### src/rtl/auipc_alu_control_pkg.sv
// auipc_alu_control_pkg: opcodes, ALU op codes, next-PC select encodings and funct3 helpers.
package auipc_alu_control_pkg;
    localparam logic [6:0] OP_R      = 7'b0110011;
    localparam logic [6:0] OP_I      = 7'b0010011;
    localparam logic [6:0] OP_LOAD   = 7'b0000011;
    localparam logic [6:0] OP_STORE  = 7'b0100011;
    localparam logic [6:0] OP_BRANCH = 7'b1100011;
    localparam logic [6:0] OP_JAL    = 7'b1101111;
    localparam logic [6:0] OP_JALR   = 7'b1100111;
    localparam logic [6:0] OP_LUI    = 7'b0110111;
    localparam logic [6:0] OP_AUIPC  = 7'b0010111;

    typedef enum logic [3:0] {
        ALU_ADD  = 4'h0, ALU_SUB  = 4'h1, ALU_SLL  = 4'h2, ALU_SLT  = 4'h3,
        ALU_SLTU = 4'h4, ALU_XOR  = 4'h5, ALU_SRL  = 4'h6, ALU_SRA  = 4'h7,
        ALU_OR   = 4'h8, ALU_AND  = 4'h9, ALU_BEQ  = 4'hA, ALU_BNE  = 4'hB,
        ALU_BLT  = 4'hC, ALU_BGE  = 4'hD, ALU_BLTU = 4'hE, ALU_BGEU = 4'hF
    } alu_op_e;

    localparam logic [1:0] NPC_PC4  = 2'b00;
    localparam logic [1:0] NPC_JAL  = 2'b01;
    localparam logic [1:0] NPC_JALR = 2'b10;
    localparam logic [1:0] NPC_BR   = 2'b11;

    // SUB exists only for register-register ops; the immediate form ignores bit 30 there.
    function automatic alu_op_e alu_fn(input logic [2:0] f3, input logic b30, input logic is_r);
        case (f3)
            3'b000:  return (is_r && b30) ? ALU_SUB : ALU_ADD;
            3'b001:  return ALU_SLL;
            3'b010:  return ALU_SLT;
            3'b011:  return ALU_SLTU;
            3'b100:  return ALU_XOR;
            3'b101:  return b30 ? ALU_SRA : ALU_SRL;
            3'b110:  return ALU_OR;
            default: return ALU_AND;
        endcase
    endfunction

    function automatic alu_op_e br_fn(input logic [2:0] f3);
        case (f3)
            3'b000:  return ALU_BEQ;
            3'b001:  return ALU_BNE;
            3'b100:  return ALU_BLT;
            3'b101:  return ALU_BGE;
            3'b110:  return ALU_BLTU;
            3'b111:  return ALU_BGEU;
            default: return ALU_ADD;
        endcase
    endfunction
endpackage

### src/rtl/rv_alu.sv
// rv_alu: operand-B mux, RV32I arithmetic/logic and branch comparator.
module rv_alu
    import auipc_alu_control_pkg::*;
#(
    parameter int XLEN = 32
) (
    input  logic [3:0]      sel_bit,
    input  logic            rs2_imm_sel,
    input  logic [XLEN-1:0] dataA,
    input  logic [XLEN-1:0] dataB,
    input  logic [XLEN-1:0] imm,
    output logic [XLEN-1:0] alu_out,
    output logic            branch_taken
);
    logic [XLEN-1:0] b;
    logic [4:0]      sh;

    assign b  = rs2_imm_sel ? imm : dataB;
    assign sh = b[4:0];

    // Branch codes leave alu_out at zero and compare the raw register values.
    always_comb begin
        alu_out      = '0;
        branch_taken = 1'b0;
        case (alu_op_e'(sel_bit))
            ALU_ADD:  alu_out = dataA + b;
            ALU_SUB:  alu_out = dataA - b;
            ALU_SLL:  alu_out = dataA << sh;
            ALU_SLT:  alu_out = {{(XLEN-1){1'b0}}, $signed(dataA) < $signed(b)};
            ALU_SLTU: alu_out = {{(XLEN-1){1'b0}}, dataA < b};
            ALU_XOR:  alu_out = dataA ^ b;
            ALU_SRL:  alu_out = dataA >> sh;
            ALU_SRA:  alu_out = XLEN'($signed(dataA) >>> sh);
            ALU_OR:   alu_out = dataA | b;
            ALU_AND:  alu_out = dataA & b;
            ALU_BEQ:  branch_taken = dataA == dataB;
            ALU_BNE:  branch_taken = dataA != dataB;
            ALU_BLT:  branch_taken = $signed(dataA) < $signed(dataB);
            ALU_BGE:  branch_taken = $signed(dataA) >= $signed(dataB);
            ALU_BLTU: branch_taken = dataA < dataB;
            ALU_BGEU: branch_taken = dataA >= dataB;
            default:  ;
        endcase
    end
endmodule

### src/rtl/rv_ctrl_decode.sv
// rv_ctrl_decode: RV32I opcode/funct decode into ALU op, operand select and ungated enables.
module rv_ctrl_decode
    import auipc_alu_control_pkg::*;
(
    input  logic [31:0] instruction,
    output logic [3:0]  sel_bit,
    output logic        rs2_imm_sel,
    output logic        wenb,
    output logic        load_enb,
    output logic        jal,
    output logic        jalr,
    output logic        branch_enb,
    output logic        auipc_wenb,
    output logic        lui_enb,
    output logic [7:0]  strb
);
    logic [6:0] op;
    logic [2:0] f3;
    logic       b30;

    assign op  = instruction[6:0];
    assign f3  = instruction[14:12];
    assign b30 = instruction[30];

    // strb order: {sb, sh, sw, lb, lh, lw, lbu, lhu}
    always_comb begin
        sel_bit     = ALU_ADD;
        rs2_imm_sel = 1'b0;
        wenb        = 1'b0;
        load_enb    = 1'b0;
        jal         = 1'b0;
        jalr        = 1'b0;
        branch_enb  = 1'b0;
        auipc_wenb  = 1'b0;
        lui_enb     = 1'b0;
        strb        = 8'b0;
        case (op)
            OP_R: begin
                wenb    = 1'b1;
                sel_bit = alu_fn(f3, b30, 1'b1);
            end
            OP_I: begin
                wenb        = 1'b1;
                rs2_imm_sel = 1'b1;
                sel_bit     = alu_fn(f3, b30, 1'b0);
            end
            OP_LOAD: begin
                wenb        = 1'b1;
                rs2_imm_sel = 1'b1;
                load_enb    = 1'b1;
                strb        = f3 == 3'b000 ? 8'b0001_0000 :
                              f3 == 3'b001 ? 8'b0000_1000 :
                              f3 == 3'b010 ? 8'b0000_0100 :
                              f3 == 3'b100 ? 8'b0000_0010 :
                              f3 == 3'b101 ? 8'b0000_0001 : 8'b0;
            end
            OP_STORE: begin
                rs2_imm_sel = 1'b1;
                strb        = f3 == 3'b000 ? 8'b1000_0000 :
                              f3 == 3'b001 ? 8'b0100_0000 :
                              f3 == 3'b010 ? 8'b0010_0000 : 8'b0;
            end
            OP_BRANCH: begin
                branch_enb = 1'b1;
                sel_bit    = br_fn(f3);
            end
            OP_JAL: begin
                wenb = 1'b1;
                jal  = 1'b1;
            end
            OP_JALR: begin
                wenb        = 1'b1;
                jalr        = 1'b1;
                rs2_imm_sel = 1'b1;
            end
            OP_LUI: begin
                wenb    = 1'b1;
                lui_enb = 1'b1;
            end
            OP_AUIPC: begin
                wenb       = 1'b1;
                auipc_wenb = 1'b1;
            end
            default: ;
        endcase
    end
endmodule

### src/rtl/auipc_alu_control.sv
// auipc_alu_control: single-cycle RV32I decode/ALU/pc+imm slice; side-effect
// enables are held off until the first clock edge after reset is released.
module auipc_alu_control
    import auipc_alu_control_pkg::*;
#(
    parameter int XLEN = 32
) (
    input  logic            clk,
    input  logic            rst,
    input  logic [31:0]     instruction,
    input  logic [XLEN-1:0] pc,
    input  logic [XLEN-1:0] dataA,
    input  logic [XLEN-1:0] dataB,
    input  logic [XLEN-1:0] imm,
    output logic [3:0]      sel_bit,
    output logic [XLEN-1:0] alu_out,
    output logic            branch_taken,
    output logic [XLEN-1:0] pc_imm,
    output logic            rs2_imm_sel,
    output logic            wenb,
    output logic            load_enb,
    output logic            jal_enb,
    output logic            branch_enb,
    output logic            auipc_wenb,
    output logic            lui_enb,
    output logic            in_to_pr,
    output logic [1:0]      sel_bit_mux,
    output logic            sb,
    output logic            sh,
    output logic            sw,
    output logic            lb,
    output logic            lh,
    output logic            lw,
    output logic            lbu,
    output logic            lhu
);
    logic       active_q, active_d;
    logic       d_wenb, d_load, d_jal, d_jalr, d_branch, d_auipc, d_lui, taken;
    logic [7:0] d_strb;

    assign active_d = !rst;

    always_ff @(posedge clk) begin
        active_q <= active_d;
    end

    rv_ctrl_decode u_dec (
        .instruction (instruction),
        .sel_bit     (sel_bit),
        .rs2_imm_sel (rs2_imm_sel),
        .wenb        (d_wenb),
        .load_enb    (d_load),
        .jal         (d_jal),
        .jalr        (d_jalr),
        .branch_enb  (d_branch),
        .auipc_wenb  (d_auipc),
        .lui_enb     (d_lui),
        .strb        (d_strb)
    );

    rv_alu #(.XLEN(XLEN)) u_alu (
        .sel_bit      (sel_bit),
        .rs2_imm_sel  (rs2_imm_sel),
        .dataA        (dataA),
        .dataB        (dataB),
        .imm          (imm),
        .alu_out      (alu_out),
        .branch_taken (taken)
    );

    assign pc_imm       = pc + imm;
    assign wenb         = active_q & d_wenb;
    assign in_to_pr     = wenb;
    assign load_enb     = active_q & d_load;
    assign jal_enb      = active_q & (d_jal | d_jalr);
    assign branch_enb   = active_q & d_branch;
    assign auipc_wenb   = active_q & d_auipc;
    assign lui_enb      = active_q & d_lui;
    assign branch_taken = active_q & d_branch & taken;
    assign {sb, sh, sw, lb, lh, lw, lbu, lhu} = active_q ? d_strb : 8'b0;
    assign sel_bit_mux  = !active_q    ? NPC_PC4  :
                          d_jal        ? NPC_JAL  :
                          d_jalr       ? NPC_JALR :
                          branch_taken ? NPC_BR   : NPC_PC4;
endmodule

### config.mk
export PLATFORM = sky130hd
export DESIGN_NAME = auipc_alu_control
export DESIGN_NICKNAME = d
export VERILOG_FILES = /design/src/rtl/auipc_alu_control_pkg.sv /design/src/rtl/rv_alu.sv /design/src/rtl/rv_ctrl_decode.sv /design/src/rtl/auipc_alu_control.sv
export SDC_FILE = /design/constraint.sdc
export NUM_CORES = 1
export LEC_CHECK = 0
export BUFFER_PORTS_ARGS = -buffer_cell sky130_fd_sc_hd__buf_2
export CORE_MARGIN = 2
export CORE_UTILIZATION = 30
export DETAILED_ROUTE_END_ITERATION = 10
export HOLD_SLACK_MARGIN = 0.05
export PLACE_DENSITY = 0.5
export SETUP_SLACK_MARGIN = 0.15
export SYNTH_ARGS = -nofsm -noshare
export SYNTH_HDL_FRONTEND = slang
export SYNTH_HIERARCHICAL = 1
export SYNTH_SLANG_ARGS = --single-unit
### constraint.sdc
create_clock -name clk -period 11.08 [get_ports clk]
set_input_delay 2.216 -clock clk [delete_from_list [all_inputs] [get_ports clk]]
set_output_delay 2.216 -clock clk [all_outputs]
set_load 0.01 [all_outputs]
# Yosys cells after proc, flatten, opt, wreduce, memory -nomap -nowiden
# Index checks and enable logic that the tools add are counted.
dict set report classes {
  bitwise 11
  n_eq_ne 33
  n_reduce_logical 5
  add_sub_neg 3
  magnitude_cmp 6
  n_shift 3
  n_mux 31
}
# op n
set op_table {}
lappend op_table {{one-hot mux 32 bit (10 select lines)} 1}
lappend op_table {{less-than comparator 32 bit} 4}
lappend op_table {{adder 32 bit} 2}
lappend op_table {{greater-or-equal comparator 32 bit} 2}
lappend op_table {{2-to-1 mux 8 bit} 7}
lappend op_table {{one-hot mux 4 bit (7 select lines)} 2}
lappend op_table {{AND 32 bit} 1}
lappend op_table {{equality test 32 bit} 1}
lappend op_table {{equality test 4 bit, second input constant} 8}
lappend op_table {{2-to-1 mux 32 bit} 1}
lappend op_table {{!= test 32 bit} 1}
lappend op_table {{OR 32 bit} 1}
lappend op_table {{left shift 32 x 5 -> 32 bit} 1}
lappend op_table {{>> shifter 32 x 5 -> 32 bit} 1}
lappend op_table {{>>> shifter 32 x 5 -> 32 bit} 1}
lappend op_table {{subtractor 32 bit} 1}
lappend op_table {{XOR 32 bit} 1}
lappend op_table {{one-hot mux 4 bit (6 select lines)} 1}
lappend op_table {{equality test 7 x 6 -> 1 bit, second input constant} 3}
lappend op_table {{equality test 7 bit, second input constant} 3}
lappend op_table {{equality test 4 x 3 -> 1 bit, second input constant} 4}
lappend op_table {{one-hot mux 8 bit (2 select lines)} 1}
lappend op_table {{equality test 7 x 5 -> 1 bit, second input constant} 2}
lappend op_table {{equality test 3 bit, second input constant} 4}
lappend op_table {{other kinds (17)} 38}
dict set report totals {
  input_bits 162
  regBits 1
  wordCells 93
}

# Logic depth before layout (Yosys ltp)
# Gate-level depths: netlist of run 1.
dict set report logic_depth {
  depth_word 10
  ltp_mapped 23
}

# By module
# Netlist of run 1, hierarchy kept.
# mod seq_area_each_um2 area_each_um2 cells_per_inst n_inst
set by_module_without_submodules {}
lappend by_module_without_submodules {rv_alu 0.0 9804.4 1568 1}
lappend by_module_without_submodules {auipc_alu_control 20.0 1905.6 263 1}
lappend by_module_without_submodules {rv_ctrl_decode 0.0 422.9 60 1}

# Worst setup path after synthesis of run 1
# OpenSTA, ideal clock, no wires.
dict set report synth_path {
  path_type {input-to-output}
  from {in instruction[5]}
  to {out alu_out[25]}
  t_arrival_ns 6.648
  path_stages 20
  slack_ns 2.216
  path_cell_list {buf_2 -> nand4b_1 -> nor3_1 -> or2_2 -> buf_6 -> o21a_1 -> buf_2 -> buf_1 -> clkbuf_1 -> clkbuf_1 -> ha_1 -> nor2_1 -> a221oi_2 -> a2111oi_2 -> a211oi_2 -> o31ai_4 -> a21oi_2 -> a311oi_2 -> a21oi_1 -> or4_1}
}
dict set report synth_between {
  elab_chain_cells 6
  elab_cells_between_ends 29
}
# item line
set synth_lines {}
lappend synth_lines {{from (decl)} auipc_alu_control.sv:10} ;# input logic [31:0] instruction,
lappend synth_lines {{equality test 7 bit (tied with other cells)} rv_ctrl_decode.sv:37} ;# case (op)
lappend synth_lines {{OR reduction 4 bit (no source line) *} -}
lappend synth_lines {{2-to-1 mux 1 bit *} rv_ctrl_decode.sv:37}
lappend synth_lines {{via rs2_imm_sel} auipc_alu_control.sv:19} ;# output logic rs2_imm_sel,
lappend synth_lines {{2-to-1 mux 32 bit *} rv_alu.sv:18} ;# assign b = rs2_imm_sel ? imm : dataB;
lappend synth_lines {{subtractor 32 bit (tied with other cells)} rv_alu.sv:27} ;# ALU_SUB: alu_out = dataA - b;
lappend synth_lines {{one-hot mux 32 bit (10 select lines) *} rv_alu.sv:25} ;# case (alu_op_e'(sel_bit))
lappend synth_lines {{to (decl)} auipc_alu_control.sv:16} ;# output logic [XLEN-1:0] alu_out,
# The timed path passes the listed nets; every way through them passes the cells marked *.

# Final worst setup path of run 1
dict set report layout_path {
  from {in instruction[4]}
  to {out alu_out[0]}
}
dict set report layout_between {
  elab_chain_cells 6
  elab_cells_between_ends 31
}
# item line
set layout_lines {}
lappend layout_lines {{equality test 7 bit (tied with other cells)} rv_ctrl_decode.sv:37}
lappend layout_lines {{OR reduction 4 bit (no source line)} -}
lappend layout_lines {{2-to-1 mux 1 bit} rv_ctrl_decode.sv:37}
lappend layout_lines {{2-to-1 mux 32 bit} rv_alu.sv:18}
lappend layout_lines {{subtractor 32 bit (tied with other cells)} rv_alu.sv:27}
lappend layout_lines {{one-hot mux 32 bit (10 select lines) *} rv_alu.sv:25}
# Every way passes the cells marked *; elsewhere a longest branch is shown, timed or not.

==> flow_metrics.env, run 1 <==
export IMPL_status="finished clean"
export IMPL_ant_nets=0
export IMPL_finalSetupViolations=0
export IMPL_min_to="active_q"
export IMPL_worstMarginPinSlew_ns=1.041
export IMPL_final_core_util_pct=34.20
export IMPL_required_ns=8.86
export IMPL_drtPass1Iterations=6
export IMPL_fp_coreArea_um2=39820
export IMPL_n_antenna_cell=0
export IMPL_routedWlPerCell_um=23.84
export IMPL_grt_pass1_vias=14520
export IMPL_ys_ff_latch=1
export IMPL_grt_pass1_wl_mm=90.33
export IMPL_die_x_um=205.1
export IMPL_total_leakage_power_uw=0.006310
export IMPL_route_detailed_drc=0
export IMPL_min_from="rst"
export IMPL_async_flop_share_pct=0
export IMPL_row_count=73
export IMPL_cts_setup_buffers=0
export IMPL_hold_path_depth=2
export IMPL_arrival_ns=7.64
export IMPL_final_hold_viol_count=0
export IMPL_synth_fp_nets=2216
export IMPL_yosysUniqueCellTypes=106
export IMPL_fin_nets=2349
export IMPL_start_util_pct=30.47
export IMPL_peakVddDrop_mv=0.03029
export IMPL_hold_class="in -> reg"
export IMPL_yosysSeqAreaShare_pct=0.1650
export IMPL_end_kind="output port"
export IMPL_nFillCells=4540
export IMPL_drtIter0Drc=1511
export IMPL_routed_wl_mm=60.72
export IMPL_slew_headroom_pct=30.18
export IMPL_crit_fanout=28
export IMPL_dpl_hpwl_mm=49.07
export IMPL_cp_start_kind="input port"
export IMPL_reg_largest_list="active_q (1)"
export IMPL_areaGrowthSynthToFinish_pct=12.24
export IMPL_place_congestion=0.9752
export IMPL_top_register="active_q"
export IMPL_fin_setup_tns_ns=0
export IMPL_worstSetupPathType="in -> out"
export IMPL_synthFlopType="dfxtp_1"
export IMPL_track_usage_pct=27.79
export IMPL_largest_reg_flops=1
export IMPL_port_buffers=227
export IMPL_rsz0062_at_grt="no"
export IMPL_syn_area_um2=12130
export IMPL_die_h_um=205.1
export IMPL_clkTransAtPathRegs_ns=0
export IMPL_io_pins=249
export IMPL_routed_via_density=6.055
export IMPL_synth_cells=1891
export IMPL_antenna_found_initial=0
export IMPL_fmax_ghz=0.1015
export IMPL_synth_edf_count=0
export IMPL_fp_dieArea_um2=42070
export IMPL_grt_max_degree=75
export IMPL_overflow=0
export IMPL_cap_violations=0
export IMPL_layout_drive_gt1_share_pct=15.88
export IMPL_cts_resized=0
export IMPL_p_per_area_nw_per_um2=59.04
export IMPL_finalCriticalPeriod_ns=9.852
export IMPL_yosysWarnings=6
export IMPL_route_vias_total=15420
export IMPL_drv_slew=0
export IMPL_fin_crit_sh_pct=88.92
export IMPL_cts_hold_buf=0
export IMPL_syn_avg_cell_area_um2=6.416
-- layout by cell type (no fill, tap or decap), drive strengths merged, types with 12 or more instances in the layout --
| cell | n |
|---|---|
| o22ai | 36 |
| a21oi | 181 |
| nand2 | 210 |
| nor3 | 41 |
| nand4 | 18 |
| a31oi | 27 |
| nor2 | 198 |
| nor2b | 15 |
| a211oi | 38 |
| o21ai | 149 |
| nor4 | 15 |
| nand3 | 42 |
| o221ai | 28 |
| o21bai | 27 |
| xnor2 | 20 |
| a221oi | 26 |
| a211o | 12 |
| buf | 255 |
| inv | 139 |
| xor2 | 16 |
| o211ai | 28 |
| mux2i | 75 |
| and2 | 19 |
| ha | 160 |
| a21o | 42 |
| o31ai | 14 |
| o21a | 40 |
-- area by class of cell --
cell class                      instances  area (um2)  area share, %
Timing Repair Buffer                  255        1346          9.886
Sequential cell                         1       20.02         0.1470
Tap cell                              525       656.9          4.824
Multi-Input combinational cell       1625       11060          81.24
Inverter                              141       531.8          3.905
-- per-layer routing --
| layer | GRT usage, % | share of wire (%) | up-vias |
|---|---|---|---|
| met2 | 45.15 | 45 | 678 |
| met5 | 0 | 0 | - |
| li1 | - | - | 7259 |
| met1 | 39.46 | 45 | 7407 |
| met4 | 6.578 | 2.7 | 0 |
| met3 | 2.402 | 7.3 | 79 |
-- kinds of logic after synthesis --
logic type	Yosys count	share of synthesized area [%]
fa+ha+maj	163	16.99
mux	79	7.043
compound gates	726	40.30
xor+xnor	36	2.599
simple gates	621	23.82
buf+inv	265	9.075
flops	1	0.1650
-- cell usage after synthesis, types with 15 or more instances --
cell type	number	area share, %
buf_2	25	1.0
a211oi_1	34	2.1
xnor2_1	20	1.4
nand3_1	42	1.7
clkbuf_1	67	2.1
ha_1	160	16
o21a_1	40	2.5
o221ai_1	27	1.9
a221oi_1	24	1.7
inv_1	134	4.1
nand2_1	210	6.5
o21bai_1	26	1.6
o21ai_1	29	1.2
nor2_1	197	6.1
xor2_1	16	1.2
nand4_1	18	0.93
o211ai_1	27	1.7
a21o_1	42	2.6
a21oi_1	179	7.4
and2_1	18	0.93
a31oi_1	25	1.3
buf_1	18	0.56
nor2b_1	15	0.77
o22ai_1	35	1.8
o21ai_0	118	4.9
mux2i_1	71	5.9
nor3_1	35	1.4
-- power breakdown --
| group | switching, uW | total, uW | internal, uW |
|---|---|---|---|
| registers | 0.616 | 4.49 | 3.88 |
| clock network | 0 | 0 | 0 |
| logic | 519 | 800 | 281 |
-- per-stage QoR --
step	std cells	instance area, um2	power [uW]	hold slack (ns)	setup WS (ns)
CTS	2547	13620	792.8	2.368	1.318
detailed placement	2547	13620	788.9	2.368	1.337
finish	2547	13620	804.0	2.367	1.228
floorplan	1891	12130	515.0	2.273	2.216
global route	2547	13620	872.5	2.370	0.8278
global placement	2547	13620	786.7	2.366	1.404
-- worst max-delay path by stage --
stage / from / endpoint / slack, ns / cells after the start
after floorplan: instruction[5] / alu_out[25] / 2.22 / 20
after global placement: instruction[4] / alu_out[0] / 1.40 / 19
after detailed placement: instruction[4] / alu_out[0] / 1.34 / 19
after CTS: instruction[4] / alu_out[0] / 1.32 / 19
after global routing: instruction[4] / alu_out[0] / 0.83 / 19
final: instruction[4] / alu_out[0] / 1.23 / 19
-- critical path: stages --
cell,delay (ns)
buf_2,0.15
nand4b_1,0.23
nor3_1,0.38
or2_2,0.53
buf_4,0.38
nand2_1,0.10
o21a_1,0.16
ha_1,0.42
a211o_1,0.31
a31oi_1,0.49
o2bb2ai_1,0.25
o221ai_1,0.53
nand4_1,0.18
a21oi_1,0.35
a21oi_1,0.11
o311ai_0,0.31
buf_4,0.21
nand3_1,0.12
buf_2,0.17
No activity file was read; power rests on OpenSTA's default activity.
==> inputs of run 2 (changes only) <==
Settings changed: SYNTH_HIERARCHICAL 1 to unset.
==> flow_metrics.env, run 2 <==
export IMPL_synthTopCellsByCount="nor2_1, nand2_1, a21oi_1"
export IMPL_grt_pass1_wl_mm=80.52
export IMPL_syn_avg_cell_area_um2=6.324
export IMPL_top_usage_layer="met2"
export IMPL_finalPower_uw=733.5
export IMPL_dpl_hpwl_mm=44.32
export IMPL_layout_commonest_cell="buf_2"
export IMPL_required_ns=8.86
export IMPL_routedWlPerCell_um=22.30
export IMPL_final_cell_mix="buf_2, nor2_1, nand2_1"
export IMPL_synth_top_area_cell="ha_1"
export IMPL_start_util_pct=30.27
export IMPL_port_buffers=227
export IMPL_fmax_ghz=0.1028
export IMPL_fin_setup_tns_ns=0
export IMPL_cts_resized=0
export IMPL_drtPass1Iterations=5
export IMPL_overflow=0
export IMPL_gr_usage_met3_pct=1.441
export IMPL_synth_edf_count=0
export IMPL_status="finished clean"
export IMPL_n_antenna_cell=0
export IMPL_layout_drive_gt1_share_pct=14.74
export IMPL_track_usage_pct=26.45
export IMPL_grt_max_degree=64
export IMPL_final_seq_area_um2=20.02
export IMPL_die_x_um=198.5
export IMPL_drv_slew=0
export IMPL_fp_coreArea_um2=37490
export IMPL_final_core_util_pct=34.27
export IMPL_routed_wl_mm=54.50
export IMPL_final_hold_viol_count=0
export IMPL_yosysSeqAreaShare_pct=0.1764
export IMPL_synthFlopType="dfxtp_1"
export IMPL_antenna_found_initial=0
export IMPL_cts_setup_buffers=0
export IMPL_use_met2_pct=42.26
export IMPL_rsz0062_at_grt="no"
export IMPL_yosysWarnings=0
export IMPL_slew_headroom_pct=23.29
export IMPL_worstSetupPathType="in -> out"
export IMPL_p_per_area_nw_per_um2=57.09
export IMPL_crit_fanout=60
export IMPL_finalCriticalPeriod_ns=9.732
export IMPL_cap_violations=0
export IMPL_grt_met1_usage_pct=38.15
export IMPL_async_flop_share_pct=0
export IMPL_ant_nets=0
export IMPL_synth_top_cell_area_share_pct=17.20
export IMPL_ys_ff_latch=1
export IMPL_reg_largest_list="active_q (1)"
export IMPL_finalSetupViolations=0
export IMPL_fin_nets=2255
export IMPL_yosysUniqueCellTypes=86
export IMPL_end_kind="output port"
export IMPL_routed_via_density=5.822
export IMPL_largest_reg_flops=1
export IMPL_cts_hold_buf=0
export IMPL_hold_class="in -> reg"
export IMPL_cp_start_kind="input port"
export IMPL_arrival_ns=7.52
export IMPL_clkTransAtPathRegs_ns=0
export IMPL_grt_pass1_vias=13360
export IMPL_syn_area_um2=11350
export IMPL_synth_fp_nets=2114
export IMPL_synth_area_leaders="ha_1, mux2i_1, a21oi_1, o21ai_0, nor2_1"
export IMPL_synth_most_common_cell="nor2_1"
export IMPL_place_congestion=0.9974
export IMPL_synth_cells=1794
export IMPL_io_pins=249
export IMPL_worstMarginPinSlew_ns=1.142
export IMPL_route_detailed_drc=0
export IMPL_top_register="active_q"
export IMPL_fin_crit_sh_pct=87.83
export IMPL_die_h_um=198.5
export IMPL_multi_input_area_um2=10300
export IMPL_areaGrowthSynthToFinish_pct=13.24
export IMPL_route_vias_total=14230
export IMPL_peakVddDrop_mv=0.02454
export IMPL_nFillCells=4302
export IMPL_total_leakage_power_uw=0.006323
export IMPL_fp_dieArea_um2=39390
export IMPL_row_count=71
export IMPL_drtIter0Drc=1346
## run 2: kinds of logic (layout without fill, tap and decap cells)
group | count (synthesis) | count (layout) | synth area share, %
compound gates | 641 | 641 | 37.23
simple gates | 583 | 583 | 23.07
buf+inv | 264 | 403 | 9.329
flops | 1 | 1 | 0.1765
mux | 93 | 93 | 8.469
xor+xnor | 54 | 54 | 4.168
fa+ha+maj | 158 | 158 | 17.56
## run 2: through the flow
step / cells / setup WS (ns) / cell area [um2] / hold slack [ns]
6_report: 2444 / 1.348 / 12850 / 2.368
4_1_cts: 2444 / 1.430 / 12850 / 2.369
5_1_grt: 2444 / 1.140 / 12850 / 2.382
3_5_place_dp: 2444 / 1.437 / 12850 / 2.369
2_1_floorplan: 1794 / 1.689 / 11350 / 2.273
3_3_place_gp: 2444 / 1.500 / 12850 / 2.365
## run 2: critical path, cell delays in order
cell and delay [ns]:
buf_2 0.16, and4b_1 0.45, a22oi_4 0.20, inv_4 0.10
buf_4 0.46, a21o_1 0.23, inv_2 0.05, ha_1 0.34
a2111oi_1 0.66, o211ai_1 0.28, a21oi_1 0.37, a21oi_1 0.10
or2_1 0.23, a21o_1 0.18, a211oi_1 0.45, mux2i_1 0.26
nor2_1 0.05, or4_1 0.55, buf_2 0.16
## run 2: per-layer routing
layer  vias up  wire length [um]
met5         -                 0
met4         0              1776
met3        76              4017
met2       633             23980
met1      6715             24730
li1       6804                 -
## run 2: layout make-up
type / instances / share of cell area, %
timing repair buffer: 252 / 10.30
multi-input combinational: 1529 / 80.13
tap: 511 / 4.976
sequential: 1 / 0.1558
inverter: 151 / 4.431
## run 2: report_power, final
part / total, uW / switching (uW) / internal (uW)
Clock: 0 / 0 / 0
Sequential: 4.11 / 0.237 / 3.88
Combinational: 729 / 461 / 269
## run 2: worst paths after layout
| kind | depth (start not counted) | slack [ns] | start | endpoint |
|---|---|---|---|---|
| setup / recovery | 19 | 1.35 | instruction[4] | alu_out[25] |
| hold / removal | 2 | 2.37 | rst | active_q |
